File: src/rtl/uart_rx_operand_pkg.sv
// Shared definitions for the UART operand receiver: ASCII constants,
// deframer state encoding, default line parameters and hex helpers.
// Optional build macro: UART_RX_PARITY_EN (8E1 framing with a PARITY state).
package uart_rx_operand_pkg;

    localparam int DEF_CLK_FREQ = 100_000_000;
    localparam int DEF_BAUD     = 9600;

    localparam logic [7:0] ASCII_CR   = 8'h0D;
    localparam logic [7:0] ASCII_LF   = 8'h0A;
    localparam logic [7:0] ASCII_ZERO = 8'h30;
    localparam logic [7:0] ASCII_NINE = 8'h39;
    localparam logic [7:0] ASCII_UC_A = 8'h41;
    localparam logic [7:0] ASCII_UC_F = 8'h46;
    localparam logic [7:0] ASCII_LC_A = 8'h61;
    localparam logic [7:0] ASCII_LC_F = 8'h66;

    // Deframer states; PARITY only exists in the 8E1 build.
    typedef enum logic [2:0] {
        RX_IDLE   = 3'd0,
        RX_START  = 3'd1,
        RX_DATA   = 3'd2,
`ifdef UART_RX_PARITY_EN
        RX_PARITY = 3'd3,
`endif
        RX_STOP   = 3'd4
    } rx_state_e;

    function automatic logic is_hex(input logic [7:0] c);
        return ((c >= ASCII_ZERO) && (c <= ASCII_NINE)) ||
               ((c >= ASCII_UC_A) && (c <= ASCII_UC_F)) ||
               ((c >= ASCII_LC_A) && (c <= ASCII_LC_F));
    endfunction

    function automatic logic is_term(input logic [7:0] c);
        return (c == ASCII_CR) || (c == ASCII_LF);
    endfunction

    // Nibble value of a character already known to be a hex digit.
    function automatic logic [3:0] hex_nibble(input logic [7:0] c);
        logic [3:0] n;
        if (c <= ASCII_NINE) begin
            n = 4'(c - ASCII_ZERO);
        end else if (c <= ASCII_UC_F) begin
            n = 4'(c - 8'h37);
        end else begin
            n = 4'(c - 8'h57);
        end
        return n;
    endfunction

endpackage

File: src/rtl/uart_rx_operand_byte.sv
// Byte deframer: 2-flop synchronizer, baud counter and deframer FSM.
// Emits rx_data/rx_valid for good frames and frame_err for a low stop bit.
// With UART_RX_PARITY_EN a PARITY state checks even parity (parity_err).
// Handshake: rx_valid is a single-cycle strobe with no ready; rx_data is
// valid in that cycle and holds its value until the next good byte.
module uart_rx_byte
    import uart_rx_operand_pkg::*;
#(
    parameter int CLKS_PER_BIT = 16
) (
    input  logic       clk,
    input  logic       rst,
    input  logic       rxd,
    output logic [7:0] rx_data,
    output logic       rx_valid,
    output logic       frame_err
`ifdef UART_RX_PARITY_EN
    , output logic     parity_err
`endif
);

    localparam int CW = (CLKS_PER_BIT > 2) ? $clog2(CLKS_PER_BIT) : 1;
    localparam logic [CW-1:0] BIT_LAST  = CW'(CLKS_PER_BIT - 1);
    localparam logic [CW-1:0] HALF_LAST = CW'(CLKS_PER_BIT / 2 - 1);

    logic          sync_1;
    logic          rxs;
    logic          armed;
    logic [CW-1:0] cnt;
    logic [2:0]    bit_idx;
    logic [7:0]    shift;
    logic          bit_tick;
    logic          half_tick;
`ifdef UART_RX_PARITY_EN
    logic          par_bad;
`endif

    // Current deframer state; kept as a named signal for checkers.
    rx_state_e     state;
    rx_state_e     state_next;

    assign bit_tick  = (cnt == BIT_LAST);
    assign half_tick = (cnt == HALF_LAST);

    // Two-flop synchronizer, preset to the idle (high) line level.
    always_ff @(posedge clk) begin
        if (rst) begin
            sync_1 <= 1'b1;
            rxs    <= 1'b1;
        end else begin
            sync_1 <= rxd;
            rxs    <= sync_1;
        end
    end

    // Deframer state register.
    always_ff @(posedge clk) begin
        if (rst) begin
            state <= RX_IDLE;
        end else begin
            state <= state_next;
        end
    end

    // Next-state logic; a start is only taken once the line was seen high in IDLE.
    always_comb begin
        state_next = state;
        case (state)
            RX_IDLE: begin
                if (armed && !rxs) begin
                    state_next = RX_START;
                end
            end
            RX_START: begin
                if (half_tick) begin
                    state_next = rxs ? RX_IDLE : RX_DATA;
                end
            end
            RX_DATA: begin
                if (bit_tick && (bit_idx == 3'd7)) begin
`ifdef UART_RX_PARITY_EN
                    state_next = RX_PARITY;
`else
                    state_next = RX_STOP;
`endif
                end
            end
`ifdef UART_RX_PARITY_EN
            RX_PARITY: begin
                if (bit_tick) begin
                    state_next = RX_STOP;
                end
            end
`endif
            RX_STOP: begin
                if (bit_tick) begin
                    state_next = RX_IDLE;
                end
            end
            default: state_next = RX_IDLE;
        endcase
    end

    // Baud counter, data shift register and registered result strobes.
    always_ff @(posedge clk) begin
        if (rst) begin
            armed     <= 1'b0;
            cnt       <= '0;
            bit_idx   <= 3'd0;
            shift     <= 8'd0;
            rx_data   <= 8'd0;
            rx_valid  <= 1'b0;
            frame_err <= 1'b0;
`ifdef UART_RX_PARITY_EN
            par_bad    <= 1'b0;
            parity_err <= 1'b0;
`endif
        end else begin
            rx_valid  <= 1'b0;
            frame_err <= 1'b0;
            armed     <= 1'b0;
`ifdef UART_RX_PARITY_EN
            parity_err <= 1'b0;
`endif
            case (state)
                RX_IDLE: begin
                    cnt     <= '0;
                    bit_idx <= 3'd0;
                    armed   <= rxs;
`ifdef UART_RX_PARITY_EN
                    par_bad <= 1'b0;
`endif
                end
                RX_START: begin
                    cnt <= half_tick ? '0 : cnt + CW'(1);
                end
                RX_DATA: begin
                    if (bit_tick) begin
                        cnt     <= '0;
                        shift   <= {rxs, shift[7:1]};
                        bit_idx <= bit_idx + 3'd1;
                    end else begin
                        cnt <= cnt + CW'(1);
                    end
                end
`ifdef UART_RX_PARITY_EN
                RX_PARITY: begin
                    if (bit_tick) begin
                        cnt     <= '0;
                        par_bad <= rxs ^ (^shift);
                    end else begin
                        cnt <= cnt + CW'(1);
                    end
                end
`endif
                RX_STOP: begin
                    if (bit_tick) begin
                        cnt <= '0;
                        if (!rxs) begin
                            frame_err <= 1'b1;
`ifdef UART_RX_PARITY_EN
                        end else if (par_bad) begin
                            parity_err <= 1'b1;
`endif
                        end else begin
                            rx_valid <= 1'b1;
                            rx_data  <= shift;
                        end
                    end else begin
                        cnt <= cnt + CW'(1);
                    end
                end
                default: cnt <= '0;
            endcase
        end
    end

endmodule

File: src/rtl/uart_rx_operand.sv
// UART operand receiver: deframes serial bytes and assembles ASCII hex
// digits into a 64-bit right-justified operand, terminated by CR or LF.
// Optional build macro: UART_RX_PARITY_EN adds the parity_err output.
// Handshake: rx_valid and operand_valid are single-cycle strobes with no
// back-pressure; the data bus is valid in the strobe cycle and then held.
module uart_rx_operand
    import uart_rx_operand_pkg::*;
#(
    parameter int CLK_FREQ     = DEF_CLK_FREQ,
    parameter int BAUD         = DEF_BAUD,
    parameter int CLKS_PER_BIT = CLK_FREQ / BAUD
) (
    input  logic        clk,
    input  logic        rst,
    input  logic        UART_RXD,
    output logic [7:0]  rx_data,
    output logic        rx_valid,
    output logic [63:0] operand,
    output logic        operand_valid,
    output logic [4:0]  digit_count,
    output logic        frame_err,
    output logic        bad_char,
    output logic        overflow
`ifdef UART_RX_PARITY_EN
    , output logic      parity_err
`endif
);

    logic [63:0] acc;

    uart_rx_byte #(
        .CLKS_PER_BIT(CLKS_PER_BIT)
    ) u_byte (
        .clk       (clk),
        .rst       (rst),
        .rxd       (UART_RXD),
        .rx_data   (rx_data),
        .rx_valid  (rx_valid),
        .frame_err (frame_err)
`ifdef UART_RX_PARITY_EN
        , .parity_err(parity_err)
`endif
    );

    // Hex parser: acts on each good byte the cycle after rx_valid.
    always_ff @(posedge clk) begin
        if (rst) begin
            acc           <= 64'd0;
            digit_count   <= 5'd0;
            operand       <= 64'd0;
            operand_valid <= 1'b0;
            bad_char      <= 1'b0;
            overflow      <= 1'b0;
        end else begin
            operand_valid <= 1'b0;
            bad_char      <= 1'b0;
            if (rx_valid) begin
                if (is_hex(rx_data)) begin
                    if (digit_count != 5'd16) begin
                        acc         <= {acc[59:0], hex_nibble(rx_data)};
                        digit_count <= digit_count + 5'd1;
                    end else begin
                        overflow <= 1'b1;
                    end
                end else if (is_term(rx_data)) begin
                    // An empty line (e.g. the LF of a CR LF pair) is ignored.
                    if (digit_count != 5'd0) begin
                        operand       <= acc;
                        operand_valid <= 1'b1;
                        acc           <= 64'd0;
                        digit_count   <= 5'd0;
                        overflow      <= 1'b0;
                    end
                end else begin
                    bad_char    <= 1'b1;
                    acc         <= 64'd0;
                    digit_count <= 5'd0;
                    overflow    <= 1'b0;
                end
            end
        end
    end

endmodule

File: config.mk
export PLATFORM = sky130hd
export DESIGN_NAME = uart_rx_operand
export DESIGN_NICKNAME = d
export VERILOG_FILES = /design/src/rtl/uart_rx_operand_pkg.sv /design/src/rtl/uart_rx_operand_byte.sv /design/src/rtl/uart_rx_operand.sv
export SDC_FILE = /design/constraint.sdc
export NUM_CORES = 1
export LEC_CHECK = 0
export ABC_AREA = 1
export BUFFER_PORTS_ARGS = -buffer_cell sky130_fd_sc_hd__clkbuf_2
export CAP_MARGIN = 25
export CORE_MARGIN = 3
export CORE_UTILIZATION = 50
export DETAILED_ROUTE_END_ITERATION = 10
export PLACE_DENSITY = 0.73
export SKIP_CTS_REPAIR_TIMING = 1
export SLEW_MARGIN = 20
export SYNTH_ARGS = -nofsm -noshare
export SYNTH_HDL_FRONTEND = slang
export SYNTH_SLANG_ARGS = --single-unit
File: constraint.sdc
create_clock -name clk -period 1.7 [get_ports clk]
set_clock_uncertainty 0.15 [all_clocks]
set_input_delay 0.085 -clock clk [delete_from_list [all_inputs] [get_ports clk]]
set_output_delay 0.085 -clock clk [all_outputs]
set_load 0.01 [all_outputs]
After elaboration in Yosys (flattened, before gate mapping)
Cells that the tools add are included.
- muxes and demuxes: 29
- bitwise operators: 6
- reductions and logical operators: 24
- eq/ne operators: 17
- add/sub/neg operators: 6
- magnitude comparators: 6
- operators with widths (kind ; number):
    64-bit two-way mux ; 4
    14-bit two-way mux ; 2
    14-bit one-hot mux with 2 select lines ; 1
    5-bit two-way mux ; 4
    8-bit by 4-bit equality test with 1-bit output, second input constant ; 2
    8-bit by 7-bit >= comparator with 1-bit output, second input constant ; 2
    8-bit by 7-bit <= comparator with 1-bit output, second input constant ; 2
    3-bit two-way mux ; 5
    14-bit by 1-bit adder with 14-bit output, second input constant ; 1
    14-bit by 13-bit equality test with 1-bit output, second input constant ; 1
    14-bit equality test, second input constant ; 1
    2-bit by 1-bit != test with 1-bit output, second input constant ; 6
    3-bit one-hot mux with 4 select lines ; 1
    3-bit AND reduction ; 3
    8-bit by 6-bit >= comparator with 1-bit output, second input constant ; 1
    8-bit by 6-bit <= comparator with 1-bit output, second input constant ; 1
    1-bit two-way mux ; 8
    4-bit two-way mux ; 2
    4-bit AND reduction ; 2
    4-bit by 3-bit subtractor with 4-bit output, second input constant ; 2
    3-bit equality test, second input constant ; 2
    1-bit inverter ; 6
    3-bit one-hot mux with 2 select lines ; 1
    3-bit OR reduction ; 2
    other kinds (18) ; 26
- word-level logic and storage cells: 104
- flip-flop bits (word level): 177
- bits of input ports: 3
- output and inout bits: 82

Longest topological paths before layout
Gate-level depths: netlist (run 1).
- depth after elaboration: 6
- mapped depth: 12
- depth with buffers taken out: 11

Cells and area by module
Synthesis (run 1) repeated with hierarchy kept, for this count alone.
- cell total of the unflattened synthesis: 1098
- area total of the unflattened synthesis: 7835.0 sq um
- by module, submodules not included (module ; times used ; seq. area each (sq um) ; cells an instance ; area each (sq um)):
    uart_rx_operand ; 1 ; 2722.6 ; 857 ; 5947.0
    uart_rx_byte ; 1 ; 820.8 ; 241 ; 1888.1

Least setup slack after synthesis (run 1)
Ideal clock, no wire load.
- kind: register -> register
- start: reg u_byte.rx_data[0]
- end: reg digit_count[3]
- arrival time: 1.632 ns
- period minus slack after synthesis: 1.914 ns
- cell stages (with the launch flop): 13
- library setup time: 0.132 ns
- path buffers: 2
- path slack: -0.214 ns
- data required time: 1.418 ns
- cell sequence: dfxtp_1 > inv_1 > ha_1 > nand3_1 > nand2_1 > nand2_1 > nand2_1 > o21ai_2 > nand2_2 > buf_6 > buf_4 > nand2_1 > a21oi_1
- longest elaborated chain between the ends: 6
- elaborated cells on any way between the ends: 19
- those cells by class: 6 x order compare; 4 x eq/ne; 2 x mux; 7 x reduce/logical
- ends and longest elaborated chain (element ; RTL line ; source):
    from (decl) ; uart_rx_operand_byte.sv:14 ; output logic [7:0] rx_data,
    from (signal assigned) ; uart_rx_operand_byte.sv:167 ; rx_data <= shift;
    8-bit by 6-bit >= comparator with 1-bit output, or another cell as far along ; uart_rx_operand_pkg.sv:30 ; return ((c >= ASCII_ZERO) && (c <= ASCII_NINE)) ||
    1-bit logical AND, on equally long branches ; uart_rx_operand_pkg.sv:30, uart_rx_operand_pkg.sv:31 ;
    1-bit logical OR ; uart_rx_operand_pkg.sv:30 ;
    1-bit logical OR ; uart_rx_operand_pkg.sv:31 ; ((c >= ASCII_UC_A) && (c <= ASCII_UC_F)) ||
    3-bit by 2-bit != test with 1-bit output (no line) / 2-bit by 1-bit != test with 1-bit output (equally long branches) ; - ;
    3-bit AND reduction (no line) ; - ;
    to (signal assigned) ; uart_rx_operand.sv:61 ; digit_count <= digit_count + 5'd1;
    to (decl) ; uart_rx_operand.sv:20 ; output logic [4:0] digit_count,
Parallel ways exist; a longest one is shown, timed or not.
A chain may end at the register's enable or synchronous reset.

Worst setup path after layout (run 1)
- start: reg u_byte.rx_data[1]
- end: reg acc[21]
- longest elaborated chain between the ends: 6
- elaborated cells on any way between the ends: 19
- those cells by class: 6 x order compare; 4 x eq/ne; 2 x mux; 7 x reduce/logical
- ends and longest elaborated chain (element ; RTL line ; source):
    8-bit by 6-bit >= comparator with 1-bit output, or another cell as far along ; uart_rx_operand_pkg.sv:30 ;
    1-bit logical AND, on equally long branches ; uart_rx_operand_pkg.sv:30, uart_rx_operand_pkg.sv:31 ;
    1-bit logical OR ; uart_rx_operand_pkg.sv:30 ;
    1-bit logical OR ; uart_rx_operand_pkg.sv:31 ;
    3-bit by 2-bit != test with 1-bit output (no line) / 2-bit by 1-bit != test with 1-bit output (equally long branches) ; - ;
    3-bit AND reduction (no line) ; - ;
    to (signal assigned) ; uart_rx_operand.sv:60 ; acc <= {acc[59:0], hex_nibble(rx_data)};
    to (decl) ; uart_rx_operand.sv:29 ; logic [63:0] acc;
Parallel ways exist; a longest one is shown, timed or not.

==> results of run 1 <==
stage by stage:
stage                     cell area [um^2]  hold slack (ns)  util (%)  instances  total power [mW]
after floorplan                       6950           0.0388         -        891              4.67
after global placement                7940            0.117      59.5       1164              4.85
after detailed placement              7940            0.124      59.5       1164              4.86
after CTS                             8570           -0.323      64.2       1196              8.91
after global routing                 10100           0.0334      75.6       1235              9.23
final                                10100           0.0116      75.6       1235              8.99
worst register-to-register path, delay by kind of cell, from the launching register on:
family | cells | cell delay, ns
AND/OR/NAND/NOR | 6 | 0.67
buffers and inverters | 4 | 0.39
flip-flops | 1 | 0.37
AO/OA/AOI/OAI | 1 | 0.20
adder cells (fa/ha/maj) | 1 | 0.16
state kept, by name (all words and copies together) (netlist names):
name              cells
acc                  64
operand              64
u_byte.cnt           14
u_byte.rx_data        8
u_byte.shift          8
digit_count           5
u_byte.bit_idx        3
u_byte.state          3
bad_char              1
operand_valid         1
overflow              1
u_byte.armed          1
u_byte.frame_err      1
u_byte.rx_valid       1
u_byte.rxs            1
u_byte.sync_1         1
power by group through the flow:
stage / clock network (mW) / registers [mW] / logic [mW]
floorplan: 0 / 4.30 / 0.368
global placement: 0 / 4.30 / 0.546
detailed placement: 0 / 4.30 / 0.552
CTS: 4.13 / 4.21 / 0.569
global route: 4.31 / 4.22 / 0.697
finish: 4.15 / 4.21 / 0.627
final cells by class:
class / instances / share of cell area (%)
Clock inverter: 6 / 0.893
Inverter: 44 / 1.81
Sequential cell: 177 / 35.3
Clock buffer: 26 / 5.36
Multi-Input combinational cell: 617 / 36.2
Timing Repair Buffer: 189 / 18.3
Tap cell: 176 / 2.18
synthesized netlist by cell type, types with 2 or more instances:
library cell / instances
o21ai_0: 84
nand3_1: 90
buf_6: 2
inv_1: 34
o21ai_1: 2
a21oi_1: 75
dfxtp_1: 177
nor2_4: 2
nand2_1: 115
xnor2_1: 2
clkbuf_1: 19
or2_2: 2
nor2_2: 4
inv_2: 10
nor2_1: 192
ha_1: 9
buf_4: 4
nor3_1: 10
nand4_1: 7
xor2_1: 15
buf_2: 30
worst min-delay path by stage:
stage | slack, ns | start | endpoint | depth (start not counted)
6_report | 0.01 | rst | operand[29] | 4
5_1_grt | 0.03 | rst | u_byte.state[2] | 4
4_1_cts | -0.32 | UART_RXD | u_byte.sync_1 | 2
3_5_place_dp | 0.12 | UART_RXD | u_byte.sync_1 | 2
3_3_place_gp | 0.12 | UART_RXD | u_byte.sync_1 | 2
2_1_floorplan | 0.04 | UART_RXD | u_byte.sync_1 | 1
routing by layer:
| metal | GRT usage, % | vias to the layer above | part of all wire [%] |
|---|---|---|---|
| met5 | 0 | - | 0 |
| met4 | 7.61 | 0 | 3.2 |
| met3 | 5.03 | 70 | 6.5 |
| met2 | 35.6 | 322 | 51 |
| met1 | 28.5 | 3357 | 40 |
| li1 | - | 3228 | - |
logic make-up (layout without fill, tap and decap cells):
kind of cell               after synthesis  count (layout)  share of synthesized area [%]
DFF                                    177             177                           51.6
xor gates and xnor gates                17              17                           2.17
adders and majority gates                9               9                           1.64
and+or+nand+nor                        426             428                           26.1
AOI/OAI and AO/OA                      163             163                           12.1
buffers and inverters                   99             265                           6.40
==> qor.csv, run 1 <==
metric,value,unit
outcome,finished with violations,
violations,setup timing,
netlist-cell-type-count,27,
setup_viol,144,
crit_top_cell,nand2_2,
crit_path_end_kind,flip-flop,
critical_path.endpoint,acc[21],
power.share.combinational,7.0,%
cp_data_arrival_time,2.21,ns
die_h,123,um
viasPerCell,5.65,
slowest_stage,dfxtp_4,
synth_nets,903,
area_growth,47.0,%
async_reset_ff_share,0,%
reg2reg_slack,-0.31,ns
post-route-period-util,118,%
synth-warning-count,0,
nets,1058,
finalSetupTns,-28.44,ns
dpl_worst_slack,-0.158,ns
rsz0062_at_grt,true,
n_fill_cell,845,
hpwl,10600,um
antennaDiodeCount,0,
multi_input_area,3650,um^2
path_class,flip-flop to flip-flop,
p_int,6.92,mW
die_w,123,um
critical_path_depth,12,
io-pin-count,85,
wirelength,22500,um
rows,42,
grt_pass1_wl,26500,um
ir_drop,0.000654,V
cts_sinks,177,
p_sw,2.07,mW
clock_power_share,46.2,%
final_antenna_net_count,0,
finalMaxSlewViolations,0,
drive_above_1_share,37.6,%
relSlewSlack,65.7,%
clk_pin_slew_worst_paths,0.07,ns
cap_viol_max_count,0,
pwr-share-seq,46.9,%
port_buffers,84,
cpLargestDelayFamily,simple AND/OR/NAND/NOR gates,
final_cell_mix,"nor2_1 (175), dfxtp_1 (170), clkbuf_2 (84)",
wl_per_cell,18.2,um
synth_area,6860,um^2
vias,6977,
tightestPinTransition,0.514,ns
clock_latency,0.43,ns
grt-ovfl-total,0,
cts_inserted_buffers,17,
cts-htree-levels,4,
drc_errors,0,
cp-startpoint,u_byte.rx_data[1],
fp.coreArea,13300,um^2
hold_viol,0,
synth-seq-cells,177,
critPathBufInv,4,
path_cells,inv_4 -> ha_4 -> inv_2 -> nand2_2 -> nand2_2 -> nand2_4 -> buf_6 -> nand4_4 -> nand2_8 -> buf_12 -> nand2_1 -> a21oi_1,
die_area,15200,um^2
grt_pass1_vias,5630,
drt_pre_antenna_iters,5,
switching_share,23.0,%
rr_endpoint,acc[21],
fin_ws,-0.310,ns
layout.area.seq,3560,um^2
path_max_fanout,7,
initial_utilization,51.4,%
power-per-cell-area,891,nW/um^2
synth_edf_count,0,
synth_area_leaders,"dfxtp_1 (52%), nor2_1 (11%), nand3_1 (6.6%)",
reg2regPathDepth,12,
r2r-start,u_byte.rx_data[1],
final_common_cell,nor2_1,
startpoint_type,flip-flop,
yosys.area.top_type_share,51.6,%
gp_congestion,0.855,
cts_max_path_buffers,2,
cts_tree,yes,
worstHoldPathType,input port to flip-flop,
required,1.90,ns
yosys.area.top_type,dfxtp_1,
seq_area_frac_synth,51.6,%
synth-main-ff-cell,dfxtp_1,
fmax,498,MHz
grt_max_degree,47,
cts_root_buf,clkbuf_16,
antenna_found_initial,0,
drt_iter0_markers,619,
leakagePower,4.26,nW
synthCells,891,
grt_usage,21.8,%
min_period,2.01,ns
synth_area_per_cell,7.70,um^2
slowest_delay,0.37,ns
Note: power is estimated with default switching activity, not from simulation.
==> run 2: changes to the inputs <==
PLACE_DENSITY = 0.7   (was 0.73)
clock period = 2 ns   (was 1.7 ns; I/O delays follow)
==> qor.csv, run 2 (synthesized netlist as in run 1, its figures left out) <==
metric,value,unit,change
grt_pass1_vias,5401,,was 5630
nets,989,,was 1058
drt_pre_antenna_iters,6,,was 5
worstHoldPathType,input port to flip-flop,,unchanged
drc_errors,0,,unchanged
setup_viol,0,,was 144
rr_endpoint,acc[36],,was acc[21]
final_antenna_net_count,0,,unchanged
antennaDiodeCount,0,,unchanged
hold_viol,0,,unchanged
final_common_cell,dfxtp_1,,was nor2_1
reg2reg_slack,0.06,ns,was -0.31 ns
initial_utilization,51.4,%,unchanged
slowest_delay,0.38,ns,was 0.37 ns
outcome,completed,,was finished with violations
fp.coreArea,13300,um^2,unchanged
wl_per_cell,14.4,um,was 18.2 um
grt_pass1_wl,25800,um,was 26500 um
rows,42,,unchanged
clk_pin_slew_worst_paths,0.06,ns,was 0.07 ns
cap_viol_max_count,0,,unchanged
path_max_fanout,16,,was 7
gp_congestion,0.826,,was 0.855
final_core_util,63.5,%,was 75.6%
port_buffers,84,,unchanged
antenna_found_initial,0,,unchanged
vias,6066,,was 6977
cts_max_path_buffers,2,,unchanged
finalSetupTns,0,ns,was -28.44 ns
post-route-period-util,97.0,%,was 118%
ir_drop,0.000528,V,was 0.000654 V
slowest_stage,dfxtp_4,,unchanged
required,2.20,ns,was 1.90 ns
clock_latency,0.43,ns,about the same
min_period,1.94,ns,was 2.01 ns
drt_iter0_markers,348,,was 619
grt-ovfl-total,0,,unchanged
viasPerCell,5.21,,was 5.65
grt_max_degree,77,,was 47
path_cells,inv_2 -> ha_1 -> nand3_1 -> nand2_1 -> nand2_2 -> nand3_2 -> nor2_4 -> buf_12 -> clkbuf_16 -> nand3_1 -> a21oi_1,,was inv_4 -> ha_4 -> inv_2 -> nand2_2 -> nand2_2 -> nand2_4 -> buf_6 -> nand4_4 -> nand2_8 -> buf_12 -> nand2_1 -> a21oi_1
hpwl,10000,um,was 10600 um
r2r-start,u_byte.rx_data[0],,was u_byte.rx_data[1]
crit_top_cell,nand3_1,,was nand2_2
cpLargestDelayFamily,simple AND/OR/NAND/NOR gates,,unchanged
critPathBufInv,3,,was 4
cp_data_arrival_time,2.14,ns,was 2.21 ns
finalMaxSlewViolations,0,,unchanged
top_regs,"acc (64), operand (64), u_byte.cnt (14)",,unchanged
fmax,515,MHz,was 498 MHz
area_growth,23.4,%,was 47.0%
cts_sinks,177,,unchanged
io-pin-count,85,,unchanged
leakagePower,3.67,nW,was 4.26 nW
hold_path_depth,4,,unchanged
startpoint_type,flip-flop,,unchanged
drive_above_1_share,22.3,%,was 37.6%
crit_path_end_kind,flip-flop,,unchanged
reg2regPathDepth,11,,was 12
cp-startpoint,u_byte.rx_data[0],,was u_byte.rx_data[1]
power-per-cell-area,847,nW/um^2,was 891 nW/um^2
cts_root_buf,clkbuf_16,,unchanged
grt_usage,21.2,%,was 21.8%
critical_path_depth,11,,was 12
wirelength,16700,um,was 22500 um
critical_path.endpoint,acc[36],,was acc[21]
relSlewSlack,66.1,%,was 65.7%
cts-htree-levels,4,,unchanged
path_class,flip-flop to flip-flop,,unchanged
die_h,123,um,unchanged
die_w,123,um,unchanged
cts_tree,yes,,unchanged
rsz0062_at_grt,true,,unchanged
p_total,7.17,mW,was 8.99 mW
cts_inserted_buffers,17,,unchanged
final_cell_mix,"dfxtp_1 (175), nor2_1 (158), nand2_1 (112)",,"was nor2_1 (175), dfxtp_1 (170), clkbuf_2 (84)"
die_area,15200,um^2,unchanged
tightestPinTransition,0.509,ns,was 0.514 ns
run 2: cell count changes in the layout (fill, tap and decap cells not counted), sizes merged:
cell,previous run,this run
buf,84,32
clkbuf,130,111
clkinv,2,4
clkinvlp,1,3
nand2,118,116
bufinv,2,1
run 2: metal layers:
layer | vias to the layer above | part of all wire (%) | track usage [%]
li1 | 3084 | - | -
met1 | 2841 | 47 | 28.7
met2 | 125 | 48 | 33.0
met3 | 16 | 4.1 | 4.80
met4 | 0 | 1.3 | 8.17
met5 | - | 0 | 0
run 2: report_power, final:
group,total [mW],leakage (nW),switching [mW],internal [mW]
clock network,3.19,0.274,1.35,1.83
logic,0.404,1.97,0.278,0.125
registers,3.58,1.43,0.0224,3.56
run 2: area by class of cell:
class | instances | area, um^2
Clock buffer | 22 | 484
Clock inverter | 9 | 81.3
Fill cell | 1188 | 4880
Inverter | 44 | 170
Multi-Input combinational cell | 615 | 3020
Sequential cell | 177 | 3550
Tap cell | 176 | 220
Timing Repair Buffer | 122 | 943
run 2: how the worst min path moves through the flow:
stage	from	to	slack, ns
2_1_floorplan	UART_RXD	u_byte.sync_1	0.05
3_3_place_gp	UART_RXD	u_byte.sync_1	0.13
3_5_place_dp	UART_RXD	u_byte.sync_1	0.14
4_1_cts	UART_RXD	u_byte.sync_1	-0.31
5_1_grt	rst	u_byte.cnt[1]	0.05
6_report	rst	u_byte.cnt[1]	0.04
run 2: worst register-to-register path: stages, from the launching register on:
cell	delay, ns
dfxtp_4	0.38
inv_2	0.04
ha_1	0.21
nand3_1	0.09
nand2_1	0.06
nand2_2	0.09
nand3_2	0.12
nor2_4	0.15
buf_12	0.14
clkbuf_16	0.18
nand3_1	0.08
a21oi_1	0.16
run 2: through the flow:
step	instance area, um^2	hold WS [ns]	std cells	setup WS (ns)
CTS	8130	-0.308	1156	-0.0170
global placement	7560	0.134	1125	0.0277
detailed placement	7560	0.136	1125	0.00579
finish	8470	0.0350	1165	0.0590
floorplan	6860	0.0538	891	0.0855
global route	8470	0.0482	1165	-0.0271
